### config.mk
export PLATFORM = sky130hd
export DESIGN_NAME = imem_boot_arbiter
export DESIGN_NICKNAME = d
export VERILOG_FILES = /design/src/rtl/imem_boot_arbiter.sv
export SDC_FILE = /design/constraint.sdc
export NUM_CORES = 1
export LEC_CHECK = 0
export ABC_CLOCK_PERIOD_IN_PS = 2500
export CORE_AREA = 2 2 176 92
export DETAILED_ROUTE_END_ITERATION = 7
export DIE_AREA = 0 0 178 94
export PLACE_DENSITY = 0.67
export SLEW_MARGIN = 15
export SYNTH_ARGS = -nofsm -noshare
export SYNTH_HDL_FRONTEND = slang
export SYNTH_SLANG_ARGS = --single-unit
export TNS_END_PERCENT = 5
### constraint.sdc
create_clock -name clk -period 2.5 [get_ports clk]
set_input_delay 0.25 -clock clk [delete_from_list [all_inputs] [get_ports clk]]
set_output_delay 0.25 -clock clk [all_outputs]
set_load 0.005 [all_outputs]
### src/rtl/imem_boot_arbiter.sv
// imem_boot_arbiter: owner of the single instruction-memory port.
// After reset a loader stream fills IMEM from word 0 while the CPU is stalled.
// In RUN, CPU fetch and a debug read port share the port, with fetch having priority.
// Optional debug starvation guard: define IMEM_BOOT_ARBITER_STARVE_GUARD_EN.
module imem_boot_arbiter #(
    parameter int unsigned AW         = 11,
    parameter int unsigned DW         = 32,
    parameter int unsigned STARVE_LIM = 4
) (
    input  logic          clk,
    input  logic          reset,
    output logic [AW-1:0] mem_addr,
    output logic          mem_we,
    output logic [DW-1:0] mem_wdata,
    input  logic [DW-1:0] mem_rdata,
    input  logic          ld_valid,
    input  logic [DW-1:0] ld_data,
    input  logic          ld_last,
    output logic          ld_ready,
    input  logic          reload,
    input  logic          fetch_req,
    input  logic [AW-1:0] fetch_addr,
    output logic          fetch_valid,
    output logic [DW-1:0] fetch_instr,
    output logic          cpu_stall,
    input  logic          dbg_req,
    input  logic [AW-1:0] dbg_addr,
    output logic          dbg_ack,
    output logic [DW-1:0] dbg_data,
    output logic          boot_done,
    output logic [AW:0]   words_loaded
);

    localparam int unsigned DEPTH = 2 ** AW;
    localparam int unsigned CW    = $clog2(STARVE_LIM + 2);

`ifdef IMEM_BOOT_ARBITER_STARVE_GUARD_EN
    localparam bit GUARD_EN = 1'b1;
`else
    localparam bit GUARD_EN = 1'b0;
`endif

    typedef enum logic {
        LOAD,
        RUN
    } state_t;

    state_t          state, state_next;
    logic [AW-1:0]   ptr, ptr_next;
    logic [AW:0]     words_next;
    logic            fetch_grant;
    logic            dbg_grant;
    logic            force_dbg;
    logic            last_slot;
    logic [CW-1:0]   wait_cnt;
    logic [DW-1:0]   instr_q;
    logic [DW-1:0]   dbg_q;

    assign last_slot = (ptr == AW'(DEPTH - 1));

    // The wait counter saturates one past the limit; that value forces the debug slot.
    assign force_dbg = GUARD_EN && (state == RUN) && dbg_req
                       && (wait_cnt == CW'(STARVE_LIM + 1));

    // Read data is shown directly in the valid cycle, otherwise the last captured word is held.
    assign fetch_instr = fetch_valid ? mem_rdata : instr_q;
    assign dbg_data    = dbg_ack ? mem_rdata : dbg_q;

    // Next-state, memory port drive and arbitration.
    always_comb begin
        state_next  = state;
        ptr_next    = ptr;
        words_next  = words_loaded;
        fetch_grant = 1'b0;
        dbg_grant   = 1'b0;
        mem_we      = 1'b0;
        mem_addr    = ptr;
        mem_wdata   = ld_data;
        ld_ready    = 1'b0;
        boot_done   = 1'b0;
        cpu_stall   = 1'b1;
        case (state)
            LOAD: begin
                ld_ready = 1'b1;
                if (ld_valid && !reset) begin
                    mem_we     = 1'b1;
                    words_next = words_loaded + (AW+1)'(1);
                    ptr_next   = last_slot ? ptr : ptr + AW'(1);
                    if (ld_last || last_slot) begin
                        state_next = RUN;
                    end
                end
            end
            RUN: begin
                boot_done = 1'b1;
                cpu_stall = force_dbg;
                mem_addr  = fetch_addr;
                if (force_dbg) begin
                    dbg_grant = 1'b1;
                end else if (fetch_req) begin
                    fetch_grant = 1'b1;
                end else if (dbg_req && !dbg_ack) begin
                    dbg_grant = 1'b1;
                end
                if (dbg_grant) begin
                    mem_addr = dbg_addr;
                end
                if (reload) begin
                    state_next = LOAD;
                    ptr_next   = '0;
                    words_next = '0;
                end
            end
            default: begin
                state_next = LOAD;
            end
        endcase
    end

    // State, pointer, read-response registers.
    always_ff @(posedge clk) begin
        if (reset) begin
            state        <= LOAD;
            ptr          <= '0;
            words_loaded <= '0;
            fetch_valid  <= 1'b0;
            dbg_ack      <= 1'b0;
            instr_q      <= '0;
            dbg_q        <= '0;
        end else begin
            state        <= state_next;
            ptr          <= ptr_next;
            words_loaded <= words_next;
            fetch_valid  <= fetch_grant;
            dbg_ack      <= dbg_grant;
            if (fetch_valid) begin
                instr_q <= mem_rdata;
            end
            if (dbg_ack) begin
                dbg_q <= mem_rdata;
            end
        end
    end

    // Counts cycles a debug request waits ungranted in RUN.
    always_ff @(posedge clk) begin
        if (reset) begin
            wait_cnt <= '0;
        end else if (state != RUN || !dbg_req || dbg_grant || dbg_ack) begin
            wait_cnt <= '0;
        end else if (wait_cnt != CW'(STARVE_LIM + 1)) begin
            wait_cnt <= wait_cnt + CW'(1);
        end
    end

endmodule

# Yosys cells after proc, flatten, opt, wreduce, memory -nomap -nowiden
# Index checks and enable logic that the tools add are counted.
# totals
latch_bits	0
mem_bits_ro	0
mem_bits_rw	0
in_bits	93
register_bits	90
out_inout_bits	125
memories	0
# classes
reduce_logical	8
magnitude_cmp	0
n_eq_ne	4
muxes	23
shifts	0
div_mod_pow	0
bitwise_logic	1
add_sub_neg	2
n_mul	0
# op_table
operator	n
2-to-1 mux 32 bit	2
2-to-1 mux 11 bit	5
2-to-1 mux 12 bit	2
case mux 12 bit (2 select lines)	1
case mux 11 bit (2 select lines)	1
adder 12 x 1 -> 12 bit (second input constant)	1
adder 11 x 1 -> 11 bit (second input constant)	1
equality test 11 bit (second input constant)	1
2-to-1 mux 1 bit	11
!= test 2 bit (second input constant)	3
AND reduction 3 bit	1
logical AND 1 bit	2
logical NOT 1 bit	2
case mux 1 bit (2 select lines)	1
AND reduction 2 bit	1
OR reduction 2 bit	1
logical OR 1 bit	1
NOT 1 bit	1

# Longest topological paths before layout
# Gate-level depths: netlist of the first run.
# depth
ltp_word	7
ltp_mapped	8
ltp_nobuf	5

# Worst setup path after synthesis of the first run
# No wires, ideal clock.
# synth_timing
kind	reg-to-reg
from	register ptr[0]
to	register ptr[3]
stages_incl_launch_ff	7
setup_time_ns	0.074
arrival_time_ns	1.625
synth_period_minus_slack_ns	1.699
slack_ns	0.801
cell_sequence	dfxtp_1 -> ha_1 -> and3_1 -> and4_1 -> clkbuf_1 -> or4_1 -> a31oi_1
# synth_via
elab_chain_len	4
elab_cells_between_ends	7
classes_between	add/sub (1); eq/ne (2); mux (3); reduce/logical (1)
# synth_lines
item	line	source
start, declared	49	logic [AW-1:0] ptr, ptr_next;
start signal, assigned	132	ptr <= ptr_next;
adder 11 x 1 -> 11 bit	88	ptr_next = last_slot ? ptr : ptr + AW'(1);
2-to-1 mux 11 bit	88	
2-to-1 mux 11 bit	85	if (ld_valid && !reset) begin
case mux 11 bit (2 select lines)	82	case (state)
# Several ways; a longest one is shown, not always the timed one. The select of a mux whose other input is x is not followed.
# A chain may end at the register's enable or synchronous reset.

# Final worst setup path of the first run
# layout_timing
from	register dbg_ack
to	output port mem_addr[1]
# layout_via
elab_chain_len	7
# layout_lines
item	line	source
start, declared	28	output logic dbg_ack,
start signal, assigned	135	dbg_ack <= dbg_grant;
logical NOT 1 bit	102	end else if (dbg_req && !dbg_ack) begin
logical AND 1 bit	102	
2-to-1 mux 1 bit	102	
2-to-1 mux 1 bit	100	end else if (fetch_req) begin
2-to-1 mux 1 bit	82	
2-to-1 mux 11 bit	105	if (dbg_grant) begin
2-to-1 mux 11 bit	82	
end, declared	12	output logic [AW-1:0] mem_addr,
# Every way passes these cells. The select of a mux whose other input is x is not followed.

==> impl_metrics.env, run 1 <==
export IMPL_outcome="finished, final reports clean"
export IMPL_syn_inst=443
export IMPL_layout_commonest_cell="clkdlybuf4s50_1"
export IMPL_antenna_found_initial=0
export IMPL_mostFrequentLayoutCells="clkdlybuf4s50_1, dfxtp_1, mux2_1"
export IMPL_netlist_top_cell_by_area="dfxtp_1"
export IMPL_path_cells="nor3b_2, buf_4, mux2i_1, a21oi_1, clkdlybuf4s50_1"
export IMPL_synth_edf_count=0
export IMPL_clockBufferDepth=2
export IMPL_start_util=0.287
export IMPL_critPathMaxFanout=12
export IMPL_setup_viol=0
export IMPL_max_slew_worst_pin_slew_ps=897
export IMPL_n_fill_cell=1449
export IMPL_overflow=0
export IMPL_fmax_mhz=428
export IMPL_syn_avg_cell_area_um2=9.77
export IMPL_synth_top_family_by_area="simple AND/OR/NAND/NOR gates"
export IMPL_drv_slew=0
export IMPL_dp_hpwl_um=8480
export IMPL_post_cts_resized=0
export IMPL_cts_hold_buf=0
export IMPL_p_total_mw=3.19
export IMPL_ys_types=44
export IMPL_synth_compound_area_frac=0.0746
export IMPL_dr_pass1_iters=4
export IMPL_drt_wl_total_um=11600
export IMPL_setup_worst_path_start_class="register"
export IMPL_root_buffer="clkbuf_16"
export IMPL_layout_nets=647
export IMPL_yosys_top_cells_area="dfxtp_1, mux2_1, nor2b_1"
export IMPL_yosys_register_bits=90
export IMPL_cp_required_ps=2250
export IMPL_fin_setup_tns_ps=0
export IMPL_relSlewSlack=0.402
export IMPL_synthMuxAreaShare=0.200
export IMPL_synth_top_flop_cell="dfxtp_1"
export IMPL_crit_path_end_kind="primary output"
export IMPL_syn_area_um2=4330
export IMPL_cts_buffers=9
export IMPL_crit_family="buffers and inverters"
export IMPL_rsz0062_at_grt="no"
export IMPL_power_per_cell_area_nw_per_um2=523
export IMPL_cp_slowest_stage_delay_ps=530
export IMPL_ant_nets=0
export IMPL_finClkSkew_ps=7.62
export IMPL_clk_latency_ps=340
export IMPL_p_leak_nw=2.35
export IMPL_crit_type="register to primary output"
export IMPL_timing_critical_path_buf_inv=2
export IMPL_synth_adder_area_share=0.00578
export IMPL_avgRoutedWirePerCell_um=15.3
export IMPL_port_buffer_count=153
export IMPL_ios=218
export IMPL_timing_hold_ws_ps=461
export IMPL_syn_nets=538
export IMPL_fin_crit_ps=2340
export IMPL_cts_sinks=90
export IMPL_synth_async_reset_ratio=0
export IMPL_hold_class="register to register"
export IMPL_htree_levels=3
export IMPL_yosysSeqAreaShare=0.416
export IMPL_hold_viol=0
export IMPL_grt_max_degree=87
export IMPL_die_y_um=94
export IMPL_grt_pass1_wl_um=18300
export IMPL_fin_crit_sh=0.934
export IMPL_vias=3544
export IMPL_synth_top_area_share=0.416
export IMPL_fp_dieArea_um2=16700
export IMPL_grt_pass1_vias=3465
export IMPL_n_antenna_cell=0
export IMPL_via_per_inst=4.66
export IMPL_core_area_um2=15100
export IMPL_route_detailed_drc=0
export IMPL_cts_setup_buffers=0
export IMPL_grt_usage=0.140
export IMPL_yosysWarningCount=0
export IMPL_synthSimpleGateAreaFrac=0.207
export IMPL_arrival_ps=2090
export IMPL_tritoncts="done"
export IMPL_path_clk_slew_ps=60
export IMPL_synthXorXnorAreaFrac=0.00405
export IMPL_max_cap_violations=0
export IMPL_gp_congestion=0.843
export IMPL_fp_dieW_um=178
export IMPL_drive_gt1_frac=0.0503
export IMPL_first_iter_violations=135
export IMPL_finalNonFillerCells=761
export IMPL_placed_cells=745
export IMPL_num_rows=32
export IMPL_cp_slowest_cell="clkdlybuf4s50_1"
export IMPL_syn2layout_area_growth_pct=40.9
export IMPL_peakVddDrop_uv=271
cells in the mapped netlist (2+ instances only):
cell type / number
clkbuf_1: 17
nand2b_1: 2
nor2b_1: 64
ha_1: 2
nand2_1: 13
nor2_1: 24
dfxtp_1: 90
and3_1: 4
nor3_1: 3
a311oi_1: 3
or4_1: 3
nand3_1: 13
o31ai_1: 2
mux2_1: 67
o21ai_1: 9
nor3b_1: 3
buf_1: 6
o211ai_1: 9
nand4_1: 7
buf_2: 4
or3_1: 4
and4_1: 3
a21oi_1: 17
xor2_1: 2
buf_4: 33
and2_1: 7
a31oi_1: 5
mux2i_1: 11
power by group:
part / leakage, nW / total (mW) / internal (mW) / switching, mW
Combinational: 1.48 / 0.350 / 0.205 / 0.145
Sequential: 0.727 / 1.47 / 1.45 / 0.0143
Clock: 0.142 / 1.37 / 0.789 / 0.584
area by class of cell:
type,count,area (µm²),area share
Multi-Input combinational cell,288,2130,0.349
Inverter,3,16.3,0.00267
Tap cell,204,255,0.0419
Clock inverter,6,73.8,0.0121
Clock buffer,10,229,0.0375
Sequential cell,90,1800,0.296
Timing Repair Buffer,160,1590,0.261
metrics by stage:
step / cell area (µm²) / util / setup WS (ps)
after CTS: 6100 / 0.404 / 133
after global placement: 5800 / 0.384 / 207
after detailed placement: 5800 / 0.384 / 167
after global routing: 6100 / 0.404 / 23.4
after floorplan: 4330 / - / 801
final: 6100 / 0.404 / 165
metal layers:
layer | global-route usage | vias up | wire length [µm]
met5 | 0 | - | 0
met4 | 0.0266 | 0 | 49
met3 | 0.0441 | 6 | 971
met2 | 0.216 | 137 | 4940
met1 | 0.191 | 1662 | 5670
li1 | - | 1739 | -
logic make-up after synthesis:
kind of cell / after synthesis
AO/OA/AOI/OAI: 51
flip-flops: 90
adder cells (fa/ha/maj): 2
buffers and inverters: 65
multiplexers: 78
AND/OR/NAND/NOR: 155
XOR/XNOR: 2
sequential cells by signal, indices dropped and copies added (netlist names):
name / flops
words_loaded: 12
fetch_valid: 1
state: 1
ptr: 11
instr_q: 32
dbg_ack: 1
dbg_q: 32
final timing paths:
check | start | to | slack, ps | cells after the start
worst max register to register | ptr[0] | ptr[3] | 570 | 5
worst max-delay path | dbg_ack | mem_addr[1] | 160 | 5
worst min-delay path | words_loaded[11] | words_loaded[11] | 460 | 1
worst min register to register | words_loaded[11] | words_loaded[11] | 460 | 1
Power figures use the tool's default switching activity.
==> run 2, diff against run 1 <==
- ABC_CLOCK_PERIOD_IN_PS: 2500 -> 2100
- PLACE_DENSITY: 0.67 -> 0.69
- clock period: 2.5 -> 2.1 ns (I/O delays scaled with it)
==> run 2 against run 1 <==
Combinational power up 26%; first-iteration DRC count up 69%; clock skew about the same; core utilization up 1.2 points; final area up 2.9%; sequential power up 18%; power up 24%; setup slack worse by 140 ps; clock power up 28%; global-route usage up 0.58 points.
==> impl_metrics.env, run 2 (same netlist as run 1, synthesis figures left out) <==
export IMPL_cp_slowest_cell="clkdlybuf4s50_1"
export IMPL_fp_dieW_um=178
export IMPL_cts_setup_buffers=0
export IMPL_power_per_cell_area_nw_per_um2=628
export IMPL_cp_required_ps=1890
export IMPL_clkPwrFrac=0.446
export IMPL_drv_slew=0
export IMPL_overflow=0
export IMPL_first_iter_violations=228
export IMPL_switchingPower_mw=0.894
export IMPL_relSlewSlack=0.410
export IMPL_port_buffer_count=153
export IMPL_dp_slack_ps=-43.5
export IMPL_cts_hold_buf=0
export IMPL_critPathMaxFanout=12
export IMPL_path_clk_slew_ps=60
export IMPL_mostFrequentLayoutCells="clkdlybuf4s50_1, dfxtp_1, mux2_1"
export IMPL_dr_pass1_iters=4
export IMPL_arrival_ps=1860
export IMPL_fin_crit_ps=2070
export IMPL_grt_max_degree=87
export IMPL_hold_viol=0
export IMPL_max_cap_violations=0
export IMPL_ant_nets=0
export IMPL_drt_wl_total_um=12000
export IMPL_cts_buffers=9
export IMPL_core_area_um2=15100
export IMPL_r2r_setup_slack_ps=250
export IMPL_ios=218
export IMPL_via_per_inst=4.74
export IMPL_fmax_mhz=482
export IMPL_layout_nets=662
export IMPL_vias=3676
export IMPL_grt_pass1_vias=3648
export IMPL_crit_path_end_kind="primary output"
export IMPL_fp_dieArea_um2=16700
export IMPL_setup_worst_path_start_class="register"
export IMPL_path_cells="nor3b_4, buf_12, mux2i_2, a21oi_1, clkdlybuf4s50_1"
export IMPL_intPower_mw=3.05
export IMPL_tritoncts="done"
export IMPL_clockBufferDepth=2
export IMPL_start_util=0.287
export IMPL_fin_crit_sh=0.988
export IMPL_n_antenna_cell=0
export IMPL_p_leak_nw=2.56
export IMPL_crit_type="register to primary output"
export IMPL_cp_slowest_stage_delay_ps=460
export IMPL_root_buffer="clkbuf_16"
export IMPL_finClkSkew_ps=7.87
export IMPL_outcome="finished, final reports clean"
export IMPL_grt_usage=0.145
export IMPL_clk_latency_ps=340
export IMPL_p_seq_frac=0.442
export IMPL_setup_viol=0
export IMPL_die_y_um=94
export IMPL_timing_critical_path_buf_inv=2
export IMPL_route_detailed_drc=0
export IMPL_syn2layout_area_growth_pct=45.0
export IMPL_num_rows=32
export IMPL_top_regs="dbg_q (32), instr_q (32), words_loaded (12)"
export IMPL_drive_gt1_frac=0.0787
export IMPL_hold_class="primary input to primary output"
export IMPL_gp_congestion=0.861
export IMPL_layout_commonest_cell="clkdlybuf4s50_1"
export IMPL_rsz0062_at_grt="yes"
export IMPL_avgRoutedWirePerCell_um=15.5
export IMPL_postLayoutCoreUtil=0.416
export IMPL_setup_ws_ps=26.2
export IMPL_antenna_found_initial=0
export IMPL_crit_family="buffers and inverters"
export IMPL_p_sw_frac=0.227
export IMPL_grt_pass1_wl_um=19100
export IMPL_max_slew_worst_pin_slew_ps=885
export IMPL_htree_levels=3
export IMPL_cts_sinks=90
export IMPL_dp_hpwl_um=8900
export IMPL_pwr_share_comb=0.112
export IMPL_peakVddDrop_uv=325
==> run 2: what timing repair did <==
| action | 4_1_cts | 5_1_grt |
|---|---|---|
| pin swaps | 0 | 0 |
| setup endpoints to repair | 7 | 11 |
| gates resized for setup | 3 | 8 |
==> run 2: path summary, 6_finish.rpt <==
path,endpoint,startpoint,cells after the start
worst max-delay path,mem_addr[9],dbg_ack,5
worst min-delay path,mem_wdata[23],ld_data[23],0
worst max register to register,ptr[3],ptr[0],5
worst min register to register,words_loaded[11],words_loaded[11],1
==> run 2: metrics by stage <==
step           instance area [µm²]  setup TNS [ps]  power (mW)  cells  hold WS, ps
3_5_place_dp                  5920            -185        2.22    760          420
2_1_floorplan                 4330               0        1.99    443          307
4_1_cts                       6250               0        4.01    776          420
3_3_place_gp                  5920           -28.5        2.21    760          420
6_report                      6270               0        3.94    776          420
5_1_grt                       6270            -252        4.11    776          420
==> run 2: area by class of cell <==
type | instances | area [µm²]
repair buffers | 175 | 1730
multi-input cells | 288 | 2140
well taps | 204 | 255
clock buffers | 10 | 229
flip-flops and latches | 90 | 1800
clock inverters | 6 | 96.3
fillers | 1457 | 8820
inverters | 3 | 16.3
==> run 2: power groups by stage <==
stage	clock [mW]	combinational, mW	sequential [mW]
floorplan	0	0.214	1.78
global placement	0	0.435	1.78
detailed placement	0	0.443	1.78
CTS	1.82	0.448	1.74
global route	1.89	0.479	1.74
finish	1.76	0.442	1.74
==> run 2: layer usage <==
metal | track usage | vias up | wire length, µm
met5 | 0 | - | 0
met4 | 0.0266 | 0 | 68
met3 | 0.0489 | 13 | 1000
met2 | 0.212 | 177 | 4860
met1 | 0.208 | 1723 | 6070
li1 | - | 1763 | -
